File: src/rtl/alu_cmd_ctrl.sv
// Command-side controller: parses 0xCC/0xDD byte frames, fires the ALU once and returns the
// 16-bit result low byte first. Optional DROP_CNT_EN adds a saturating dropped-byte counter.
module alu_cmd_ctrl #(
  parameter int DATA_WIDTH  = 8,
  parameter int WAIT_CYCLES = 8
) (
  input  logic                    clk,
  input  logic                    rst_n,
  input  logic [7:0]              rx_data,
  input  logic                    rx_valid,
  output logic [DATA_WIDTH-1:0]   alu_a,
  output logic [DATA_WIDTH-1:0]   alu_b,
  output logic [3:0]              alu_fun,
  output logic                    alu_en,
  input  logic [2*DATA_WIDTH-1:0] alu_out,
  input  logic                    alu_out_valid,
  output logic [7:0]              tx_data,
  output logic                    tx_valid,
  input  logic                    tx_ready,
  output logic                    busy,
  output logic                    err,
`ifdef DROP_CNT_EN
  output logic [7:0]              drop_cnt,
`endif
  output logic [2:0]              state_dbg
);

  localparam logic [7:0] OP_LOAD_EXEC = 8'hCC;
  localparam logic [7:0] OP_EXEC      = 8'hDD;
  localparam int         CW           = $clog2(WAIT_CYCLES + 1);
  localparam logic [CW-1:0] WAIT_LAST = CW'(WAIT_CYCLES - 1);

  typedef enum logic [2:0] {
    S_IDLE, S_GET_A, S_GET_B, S_GET_FUN, S_ISSUE, S_WAIT_RES, S_SEND_LO, S_SEND_HI
  } state_t;

  state_t        state;
  logic [CW-1:0] wait_cnt;
  logic [7:0]    res_hi;

  assign busy      = (state != S_IDLE);
  assign state_dbg = state;

  // TX handshake: a byte transfers on any clock edge where tx_valid and tx_ready are both high;
  // tx_valid/tx_data are registers and only change after such an edge, never from tx_ready directly.
  always_ff @(posedge clk or negedge rst_n) begin
    if (!rst_n) begin
      state    <= S_IDLE;
      alu_a    <= '0;
      alu_b    <= '0;
      alu_fun  <= '0;
      alu_en   <= 1'b0;
      tx_data  <= '0;
      tx_valid <= 1'b0;
      err      <= 1'b0;
      wait_cnt <= '0;
      res_hi   <= '0;
    end else begin
      alu_en <= 1'b0;
      err    <= 1'b0;
      case (state)
        S_IDLE: begin
          if (rx_valid) begin
            if (rx_data == OP_LOAD_EXEC)  state <= S_GET_A;
            else if (rx_data == OP_EXEC)  state <= S_GET_FUN;
            else                          err   <= 1'b1;
          end
        end
        S_GET_A: begin
          if (rx_valid) begin
            alu_a <= rx_data[DATA_WIDTH-1:0];
            state <= S_GET_B;
          end
        end
        S_GET_B: begin
          if (rx_valid) begin
            alu_b <= rx_data[DATA_WIDTH-1:0];
            state <= S_GET_FUN;
          end
        end
        S_GET_FUN: begin
          if (rx_valid) begin
            alu_fun <= rx_data[3:0];
            alu_en  <= 1'b1;
            state   <= S_ISSUE;
          end
        end
        S_ISSUE: begin
          wait_cnt <= '0;
          state    <= S_WAIT_RES;
        end
        S_WAIT_RES: begin
          // A valid on the final wait cycle still wins over the timeout.
          if (alu_out_valid) begin
            tx_data  <= alu_out[7:0];
            res_hi   <= alu_out[15:8];
            tx_valid <= 1'b1;
            state    <= S_SEND_LO;
          end else if (wait_cnt == WAIT_LAST) begin
            err   <= 1'b1;
            state <= S_IDLE;
          end else begin
            wait_cnt <= wait_cnt + 1'b1;
          end
        end
        S_SEND_LO: begin
          if (tx_ready) begin
            tx_data <= res_hi;
            state   <= S_SEND_HI;
          end
        end
        S_SEND_HI: begin
          if (tx_ready) begin
            tx_valid <= 1'b0;
            state    <= S_IDLE;
          end
        end
        default: state <= S_IDLE;
      endcase
    end
  end

`ifdef DROP_CNT_EN
  always_ff @(posedge clk or negedge rst_n) begin
    if (!rst_n) begin
      drop_cnt <= '0;
    end else if (rx_valid) begin
      if (state == S_IDLE && rx_data == OP_LOAD_EXEC)
        drop_cnt <= '0;
      else if ((state inside {S_ISSUE, S_WAIT_RES, S_SEND_LO, S_SEND_HI}) && drop_cnt != 8'hFF)
        drop_cnt <= drop_cnt + 1'b1;
    end
  end
`endif

endmodule

File: config.mk
export PLATFORM = sky130hd
export DESIGN_NAME = alu_cmd_ctrl
export DESIGN_NICKNAME = d
export VERILOG_FILES = /design/src/rtl/alu_cmd_ctrl.sv
export SDC_FILE = /design/constraint.sdc
export NUM_CORES = 1
export LEC_CHECK = 0
export BUFFER_PORTS_ARGS = -buffer_cell sky130_fd_sc_hd__buf_2
export CORE_ASPECT_RATIO = 0.6
export CORE_MARGIN = 10
export CORE_UTILIZATION = 40
export CTS_CLUSTER_SIZE = 12
export DETAILED_ROUTE_END_ITERATION = 7
export PLACE_DENSITY = 0.63
export SYNTH_ARGS = -nofsm -noshare
export SYNTH_HDL_FRONTEND = slang
export SYNTH_SLANG_ARGS = --single-unit
export TNS_END_PERCENT = 10
File: constraint.sdc
create_clock -name clk -period 1.6 [get_ports clk]
set_input_delay 0.32 -clock clk [delete_from_list [all_inputs] [get_ports clk]]
set_output_delay 0.32 -clock clk [all_outputs]
set_load 0.005 [all_outputs]
Word-level counts from Yosys, hierarchy flattened
Cells that the tools add are included.
Widths: inputs -> output; s select.
{ "op_classes": {"addsub": 1, "n_eq_ne": 21, "muxes": 28, "n_reduce_logical": 13} }
{ "ops": {"columns": ["operator", "count"], "rows": [
  ["$mux 3", 10],
  ["$pmux 3 s8", 1],
  ["$ne 2x2->1 const B", 9],
  ["$eq 8x8->1 const B", 2],
  ["$mux 8", 2],
  ["$pmux 8 s2", 1],
  ["$eq 3x3->1 const B", 4],
  ["$mux 1", 9],
  ["$reduce_and 3->1", 3],
  ["$mux 4", 2],
  ["$pmux 4 s2", 1],
  ["$reduce_and 2->1", 4],
  ["$reduce_and 8->1", 1],
  ["$eq 3x2->1 const B", 2],
  ["$ne 3x3->1 const B", 2],
  ["$reduce_bool 2->1", 3],
  ["$add 4x1->4 const B", 1],
  ["$eq 4x3->1 const B", 1],
  ["$pmux 1 s2", 2],
  ["$eq 3x1->1 const B", 1],
  ["$logic_not 3->1", 1],
  ["$reduce_bool 3->1", 1]
]} }
{ "totals": {"reg_bits": 46, "wordCells": 73, "out_inout_bits": 35} }

Depth between registers and ports, before layout
Gate-level depths: netlist of run 1.
{ "logic_depth": {"depth_word": 5, "depth_mapped": 7, "depth_no_buf": 5} }

Least setup slack after synthesis of run 1
Ideal clock, no wire load.
{ "synth_path": {"path_type": "reg2reg", "start": "register state[2], in the netlist state_dbg[2]", "end": "register alu_b[0]", "required_time_ps": 1475, "path_stages_with_launch": 6, "t_arrival_ps": 1298, "path_slack_ps": 177, "n_path_buf": 2, "period_less_slack_ps": 1423, "setup_time_ps": 125, "path_cell_list": "dfrtp_1 buf_6 nor2b_1 and3b_1 buf_4 mux2_2"} }
{ "synth_between": {"elab_chain_len": 2} }
{ "synth_rtl": {"columns": ["item", "line_no", "text"], "rows": [
  ["start: declaration", "37", "state_t state;"],
  ["start signal: assignment", "48", "state <= S_IDLE;"],
  ["start signal: assignment", "64", "if (rx_data == OP_LOAD_EXEC) state <= S_GET_A;"],
  ["start signal: assignment", "65", "else if (rx_data == OP_EXEC) state <= S_GET_FUN;"],
  ["$eq 3x2->1", "61", "case (state)"],
  ["$reduce_and 2->1 (no line)", null, null],
  ["end signal: assignment", "77", "alu_b <= rx_data[DATA_WIDTH-1:0];"],
  ["end: declaration", "12", "output logic [DATA_WIDTH-1:0] alu_b,"]
]} }
Every way passes these cells.
A chain may end at the register's enable or synchronous reset.

Final worst setup path of run 1
{ "layout_path": {"start": "register state[2], in the netlist state_dbg[2]", "end": "output port busy"} }
{ "layout_between": {"elab_chain_len": 1} }
{ "layout_rtl": {"columns": ["item", "line_no", "text"], "rows": [
  ["$reduce_bool 3->1", "41", "assign busy = (state != S_IDLE);"],
  ["end: declaration", "20", "output logic busy,"]
]} }
Every way passes these cells.

==> results of run 1 <==
path summary, 6_finish.rpt:
| kind | start | end | depth (start not counted) |
|---|---|---|---|
| hold reg to reg | tx_data[0] | tx_data[0] | 2 |
| setup reg to reg | state_dbg[2] | state_dbg[0] | 6 |
| hold / removal | alu_out[9] | res_hi[1] | 2 |
| setup / recovery | state_dbg[2] | busy | 3 |
| min in group asynchronous | rst_n | alu_b[7] | 2 |
| max in group asynchronous | rst_n | alu_fun[1] | 3 |
Yosys cell counts:
| cell | n | area share, % |
|---|---|---|
| dfrtp_1 | 46 | 56 |
| mux2_2 | 28 | 15 |
| nand2_1 | 15 | 2.7 |
| mux2i_1 | 8 | 3.9 |
| o21ai_1 | 8 | 1.9 |
| nand3_1 | 7 | 1.7 |
| inv_1 | 4 | 0.73 |
| buf_4 | 3 | 1.1 |
| buf_6 | 3 | 1.6 |
| o21ai_2 | 3 | 1.3 |
| xor2_1 | 3 | 1.3 |
| and3_1 | 2 | 0.61 |
| and3b_1 | 2 | 0.85 |
| nand2b_1 | 2 | 0.61 |
| nand3b_1 | 2 | 0.73 |
| nor2_1 | 2 | 0.36 |
| nor3_1 | 2 | 0.49 |
| o21ai_0 | 2 | 0.49 |
| a21oi_1 | 1 | 0.24 |
| a221oi_4 | 1 | 1.3 |
| a31oi_1 | 1 | 0.30 |
| and4bb_4 | 1 | 0.79 |
| ha_1 | 1 | 0.61 |
| nand4b_2 | 1 | 0.73 |
| nand4bb_1 | 1 | 0.55 |
| nor2_4 | 1 | 0.55 |
| nor2b_1 | 1 | 0.30 |
| o21a_4 | 1 | 0.73 |
| o2bb2ai_1 | 1 | 0.42 |
| o31ai_1 | 1 | 0.36 |
| or3_1 | 1 | 0.30 |
| or3_4 | 1 | 0.55 |
| or4_1 | 1 | 0.36 |
| xnor2_1 | 1 | 0.42 |
critical path: stages (launching register included):
cell,delay [ns]
dfrtp_1,0.40
buf_6,0.12
or3_4,0.36
buf_6,0.12
per-stage QoR:
step	hold slack (ns)	setup TNS, ns	utilization (%)
3_5_place_dp	0.227	0	50.1
5_1_grt	0.250	-0.138	53.0
6_report	0.252	-0.0234	53.0
2_1_floorplan	0.0244	0	-
4_1_cts	0.251	-0.0294	52.6
3_3_place_gp	0.227	0	50.1
flip-flops by register name, summed over array words and instances, names as in the netlist, 3 cells and up:
register   cells
state_dbg      3
wait_cnt       4
alu_fun        4
tx_data        8
alu_a          8
res_hi         8
alu_b          8
layout make-up:
type	instances	area (um^2)	area share (%)
Clock buffer	6	72.6	2.72
Clock inverter	1	7.51	0.282
Inverter	4	15.0	0.563
Multi-Input combinational cell	102	853	32.0
Sequential cell	46	1150	43.3
Tap cell	66	82.6	3.10
Timing Repair Buffer	80	480	18.0
power groups by stage:
stage | Clock [mW] | Sequential (mW) | Combinational (mW)
2_1_floorplan | 0 | 2.02 | 1.08
3_3_place_gp | 0 | 2.02 | 1.83
3_5_place_dp | 0 | 2.05 | 1.86
4_1_cts | 0.700 | 2.03 | 1.95
5_1_grt | 0.746 | 2.10 | 2.18
6_report | 0.686 | 2.02 | 1.94
layer usage:
| metal | up-vias | routed length [um] | track usage, % |
|---|---|---|---|
| met1 | 709 | 2450 | 15.6 |
| met5 | - | 0 | 0 |
| met2 | 50 | 2010 | 17.2 |
| met3 | 4 | 472 | 5.58 |
| met4 | 0 | 27 | 2.52 |
| li1 | 724 | - | - |
what timing repair did:
item                                    CTS  global route
hold buffers                              1             0
hold endpoints to repair                 11             0
gates resized for setup                   4             4
buffers inserted                          4             1
pin swaps                                 1             2
endpoints found under the setup margin    1            23
logic make-up after synthesis:
kind of cell / Yosys count
mux: 36
simple gates: 42
compound gates: 19
xor+xnor: 4
fa+ha+maj: 1
flops: 46
buf+inv: 10
==> results.md, run 1 <==
* DP Area at 2520 um^2
* Largest net degree at the start of global routing at 23
* Largest family of logic cells by synthesized area: multiplexers
* Peak supply drop at 0.800 mV
* Worst slew margin at 78.2%
* Total number of H-tree levels at 2
* Critical path fanouts, max at 2
* WL per Instance at 16.3 um
* ANT nets after route at 0
* Grt total ovfl at 0
* DIE AREA at 8520 um^2
* Library cells used by synthesis at 34
* Final setup fails at 1
* Number of global-route vias before repair at 1594
* Post-Synth Simple-Gate Area at 12.2%
* XOR/XNOR Fraction of Synth Area at 1.70%
* Post-synthesis compound-gate area fraction at 7.04%
* Placer Congestion at 0.713
* Root buffer cell: clkbuf_8
* Sequential Power Share at 43.5%
* Core Rows at 20
* Crit path DAT at 1.30 ns
* Antenna violations before repair at 0
* Initial Util at 41.0%
* CTS tree: yes
* Synth-to-Final Area Change at 29.2%
* Core Footprint at 5030 um^2
* Ys Warns at 0
* Sw Ratio at 33.1%
* Status: complete, but fails checks
* Crit Path Class: flop to output pin
* CP startpoint kind: flop
* Max frequency at 616 MHz
* Net Switching at 1.54 mW
* Setup crit end kind: output pin
* Clock transition at path regs at 0.09 ns
* Reg2reg setup slack at 0.04 ns
* Post-Synth Adder-Cell Area at 0.607%
* Detailed-route via count at 1487
* Final worst slack at -0.0234 ns
* Yosys reg bits at 46
* Leak at 1.35 nW
* Syn_nets at 188
* DRC violation count after routing at 0
* Synth Cell Area at 2060 um^2
* Slew Viols, Final at 0
* Post-layout min period at 1.62 ns
* CTS Buffer Depth at 2
* Tot Pwr at 4.65 mW
* I/O Buffers at 63
* Antenna diode count at 0
* Die width at 113 um
* Clock power share at 14.8%
* Clock latency on the worst-skew pair at 0.30 ns
* Ports at 64
* Synthesized instance count at 158
* Sequential fraction of the synthesis area at 55.8%
* All-Layer GR Usage at 11.8%
* Worst-Margin Slew at 0.326 ns
* WL final at 4.96 mm
* Initial DRC Count at 45
* Vias/cell at 4.88
* TritonCTS buffer count at 5
* Final instance area at 2670 um^2
* Period utilization at 101%
* DP Wirelength at 3.84 mm
* Placed cell count at 293
* DP Worst Slack at 0.102 ns
* First-pass GRT wire length at 8.14 mm
* Layout cell share with drive strength beyond 1 at 52.7%
* Fillers at 460
* Gate power share at 41.7%
* Die Span Y at 75.6 um
* Number of hold violations in the final report at 0
* Most frequent cells in the layout: 62 x buf_2, 44 x dfrtp_1, 27 x mux2_2, 14 x nand2_1, 13 x buf_4
* Power per cell area at 1740 nW/um^2
* Internal power at 3.11 mW
* Leading cell type in the layout, fill and taps excluded: buf_2
* RSZ-0062 raised after global routing: true
* # clock sinks at 46
* Maxcap violations at 0
* Mux share of post-synthesis cell area at 19.2%
* HP Class: input port to flop
* Crit path required time at 1.28 ns
* Violated checks: setup timing
* Non-Filler Instances at 305
* Syn avg cell area at 13.1 um^2
* Clock Skews at 0.0101 ns
* Nets at 269
* Drt pass-1 iters at 4
(Power assumes the default switching activity.)
==> run 2: changes to the inputs <==
- BUFFER_PORTS_ARGS: -buffer_cell sky130_fd_sc_hd__buf_2 -> -buffer_cell sky130_fd_sc_hd__buf_4
==> results.md, run 2 (same netlist as run 1, synthesis figures left out) <==
* Die Span Y at 75.6 um
* Period utilization at 98.6%
* Worst-Margin Slew at 0.573 ns
* Root buffer cell: clkbuf_8
* Ports at 64
* Synth-to-Final Area Change at 35.0%
* Sw Ratio at 31.8%
* Most frequent cells in the layout: 74 x buf_4, 44 x dfrtp_1, 28 x mux2_2, 15 x nand2_1
* Largest net degree at the start of global routing at 47
* DP Wirelength at 3.87 mm
* CP top delay family: flip-flops
* Status: completed
* Core Rows at 20
* Post-layout min period at 1.58 ns
* Detailed-route via count at 1439
* Hold WS at 0.0152 ns
* Drt pass-1 iters at 4
* Worst slew margin at 61.8%
* Non-Filler Instances at 303
* Worst R2R End: state_dbg[2]
* Critical-path cell list: buf_6 > or3_4 > buf_6
* Maxcap violations at 0
* Placer Congestion at 0.784
* ANT nets after route at 0
* Peak supply drop at 0.774 mV
* Leading cell type in the layout, fill and taps excluded: buf_4
* CTS tree: yes
* HP Class: input port to asynchronous set/reset pin
* Clock latency on the worst-skew pair at 0.29 ns
* DIE AREA at 8520 um^2
* Critical path fanouts, max at 2
* # clock sinks at 46
* Reg2reg setup slack at 0.09 ns
* Crit Path Class: flop to output pin
* Layout cell share with drive strength beyond 1 at 52.7%
* Number of hold violations in the final report at 0
* Number of global-route vias before repair at 1541
* Slew Viols, Final at 0
* Nets at 267
* Worst path bufs/invs at 2
* WL per Instance at 16.5 um
* Clock power share at 13.8%
* Clock Skews at 0.00473 ns
* Initial Util at 41.0%
* Vias/cell at 4.75
* Max frequency at 634 MHz
* Setup crit end kind: output pin
* Grt total ovfl at 0
* Gate power share at 44.9%
* Tot Pwr at 4.88 mW
* Reg2Reg Launch Point: state_dbg[2]
* WL final at 5.00 mm
* Register-to-Register Path Depth at 6
* # hold bufs at CTS at 0
* Power per cell area at 1750 nW/um^2
* First-pass GRT wire length at 8.20 mm
* Placed cell count at 290
* CTS Buffer Depth at 2
* Sequential Power Share at 41.3%
* Core Footprint at 5030 um^2
* RSZ-0062 raised after global routing: true
* Total number of H-tree levels at 2
* TritonCTS buffer count at 5
* Crit path largest cell delay at 0.40 ns
* Antenna diode count at 0
* Initial DRC Count at 29
* Crit path required time at 1.28 ns
* DRC violation count after routing at 0
* Fillers at 466
* All-Layer GR Usage at 12.1%
* I/O Buffers at 63
* Internal power at 3.33 mW
* Crit-path most repeated cell: buf_6
* Leak at 1.38 nW
* Antenna violations before repair at 0
* Net Switching at 1.55 mW
* Die width at 113 um
* Final setup fails at 0
* Slowest library cell on the worst path: dfrtp_1
* CP startpoint kind: flop
* Crit path DAT at 1.26 ns
* Clock transition at path regs at 0.08 ns
## run 2: layout make-up
class                   count  area [um^2]  area share [%]
repair buffers             78          609            21.9
flip-flops and latches     46         1150            41.4
inverters                   4         15.0           0.539
clock inverters             1         7.51           0.270
multi-input cells         102          843            30.3
well taps                  66         82.6            2.97
clock buffers               6         72.6            2.61
## run 2: per-stage QoR
| step | util [%] | instance area, um^2 | worst slack [ns] | TNS [ns] |
|---|---|---|---|---|
| global placement | 52.5 | 2640 | 0.109 | 0 |
| CTS | 54.9 | 2760 | 0.0130 | 0 |
| detailed placement | 52.5 | 2640 | 0.0736 | 0 |
| finish | 55.3 | 2780 | 0.0230 | 0 |
| floorplan | - | 2060 | 0.177 | 0 |
| global route | 55.3 | 2780 | -0.0370 | -0.0920 |
## run 2: worst max path at each step
stage / startpoint / to / slack, ns / cells after the start
floorplan: state_dbg[2] / alu_b[0] / 0.18 / 5
detailed placement: wait_cnt[0] / state_dbg[2] / 0.07 / 5
CTS: state_dbg[2] / busy / 0.01 / 3
finish: state_dbg[2] / busy / 0.02 / 3
global placement: wait_cnt[0] / state_dbg[2] / 0.11 / 5
global route: state_dbg[2] / busy / -0.04 / 3
## run 2: layer usage
metal,up-vias,routed length (um),global-route usage [%]
li1,714,-,-
met1,679,2510,16.5
met2,42,1980,16.3
met3,4,490,6.60
met4,0,17,2.52
met5,-,0,0
## run 2: power groups by stage
| stage | registers, mW | clock network (mW) | logic, mW |
|---|---|---|---|
| after floorplan | 2.02 | 0 | 1.08 |
| after global placement | 2.07 | 0 | 2.06 |
| after detailed placement | 2.08 | 0 | 2.09 |
| after CTS | 2.02 | 0.700 | 2.22 |
| after global routing | 2.10 | 0.751 | 2.45 |
| final | 2.02 | 0.675 | 2.19 |
## run 2: what timing repair did
action                     CTS  global route
hold endpoints to repair     0             0
pin swaps                    1             4
resized for setup            4             3
setup buffers                5             2
setup endpoints to repair    1            25
==> run 3: changes to the inputs <==
- ABC_CLOCK_PERIOD_IN_PS: not set -> 1700
- CORE_UTILIZATION: 40 -> 50
- PLACE_DENSITY: 0.63 -> 0.76
- clock period: 1.6 -> 1.7 ns (I/O delays scaled with it)
==> results.md, run 3 (same netlist as run 1, synthesis figures left out) <==
* Slew Viols, Final at 0
* Maxcap violations at 0
* DP Worst Slack at 0.141 ns
* Max frequency at 604 MHz
* RSZ-0062 raised after global routing: false
* Critical path fanouts, max at 11
* Crit path required time at 1.36 ns
* Final worst slack at 0.0450 ns
* Final setup fails at 0
* Antenna violations before repair at 0
* Placer Congestion at 0.736
* Largest net degree at the start of global routing at 47
* WL final at 4.84 mm
* Fillers at 270
* CP startpoint kind: flop
* Period utilization at 97.4%
* Crit path DAT at 1.32 ns
* Most frequent cells in the layout: 72 x buf_4, 43 x dfrtp_1, 28 x mux2_2, 15 x nand2_1
* Status: completed
* Leading cell type in the layout, fill and taps excluded: buf_4
* Layout cell share with drive strength beyond 1 at 51.3%
* Initial Util at 54.2%
* I/O Buffers at 63
* WL per Instance at 17.3 um
* Post-layout min period at 1.66 ns
* Power per cell area at 1680 nW/um^2
* # clock sinks at 46
* # hold bufs at CTS at 0
* Number of global-route vias before repair at 1595
* Total number of H-tree levels at 2
* Grt total ovfl at 0
* Peak supply drop at 0.943 mV
* Total negative slack at 0 ns
* Root buffer cell: clkbuf_8
* Core Footprint at 3810 um^2
* CTS tree: yes
* CTS Buffer Depth at 2
* DRC violation count after routing at 0
* Setup crit end kind: output pin
* DP Wirelength at 3.79 mm
* Antenna diode count at 0
* Reg2Reg Launch Point: state_dbg[0]
* Synth-to-Final Area Change at 30.9%
* Final instance area at 2700 um^2
* Leak at 1.35 nW
* Core Rows at 17
* Clock transition at path regs at 0.08 ns
* Hold WS at 0.0435 ns
* Ports at 64
* DIE AREA at 7180 um^2
* Drt pass-1 iters at 5
* Vias/cell at 5.24
* Clock Skews at 0.00482 ns
* First-pass GRT wire length at 7.98 mm
* Initial DRC Count at 70
* Clock latency on the worst-skew pair at 0.29 ns
* Worst setup path startpoint: state_dbg[1]
* Detailed-route via count at 1462
* All-Layer GR Usage at 13.7%
* Worst slew margin at 62.1%
* Worst-Margin Slew at 0.569 ns
* DP Area at 2580 um^2
* Nets at 261
* Number of hold violations in the final report at 0
* Crit Path Class: flop to output pin
* HP Class: input port to asynchronous set/reset pin
* Post-layout util at 70.9%
* ANT nets after route at 0
* Die Span Y at 69.7 um
* TritonCTS buffer count at 5
* Die width at 103 um
## run 3: cell count changes in the layout (fill, tap and decap cells not counted), sizes merged
cell,change
clkinv,+1
buf,-6
clkbuf,+1
clkinvlp,-1
## run 3: cell type report
class	count	area, um^2	share of cell area [%]
inverter	4	15.0	0.556
multi-input combinational	102	840	31.1
clock buffer	7	86.3	3.20
tap	47	58.8	2.18
sequential	46	1150	42.8
timing repair buffer	72	541	20.0
clock inverter	1	5.00	0.185
## run 3: worst paths after layout
check,end,slack (ns),cells after the start
setup / recovery,busy,0.04,2
hold / removal,alu_b[0],0.04,1
setup reg to reg,state_dbg[2],0.12,5
hold reg to reg,tx_data[6],0.50,2
max in group asynchronous,state_dbg[2],1.24,1
min in group clk,res_hi[1],0.28,2
## run 3: worst max-delay path, stage by stage, from the launching register on
cell     delay [ns]
dfrtp_2        0.47
or3_4          0.41
buf_4          0.15
## run 3: timing repair
item | CTS | global route
setup buffers | 0 | 3
setup endpoints to repair | 1 | 1
resized for setup | 2 | 1
## run 3: power by group
part	total (mW)	internal [mW]	switching, mW
clock	0.668	0.328	0.340
sequential	1.94	1.61	0.336
combinational	1.93	1.17	0.761
total	4.54	3.10	1.44
## run 3: metrics by stage
| stage | total power, mW | cells |
|---|---|---|
| 2_1_floorplan | 2.92 | 158 |
| 4_1_cts | 4.56 | 276 |
| 6_report | 4.54 | 279 |
| 5_1_grt | 4.89 | 279 |
| 3_5_place_dp | 3.87 | 268 |
| 3_3_place_gp | 3.77 | 268 |
## run 3: metal layers
metal	GRT usage (%)	vias to the layer above	part of all wire [%]
met5	0	-	0
met4	2.13	0	0.17
met3	6.35	2	9.1
met2	21.3	46	47
met1	17.3	711	43
li1	-	703	-
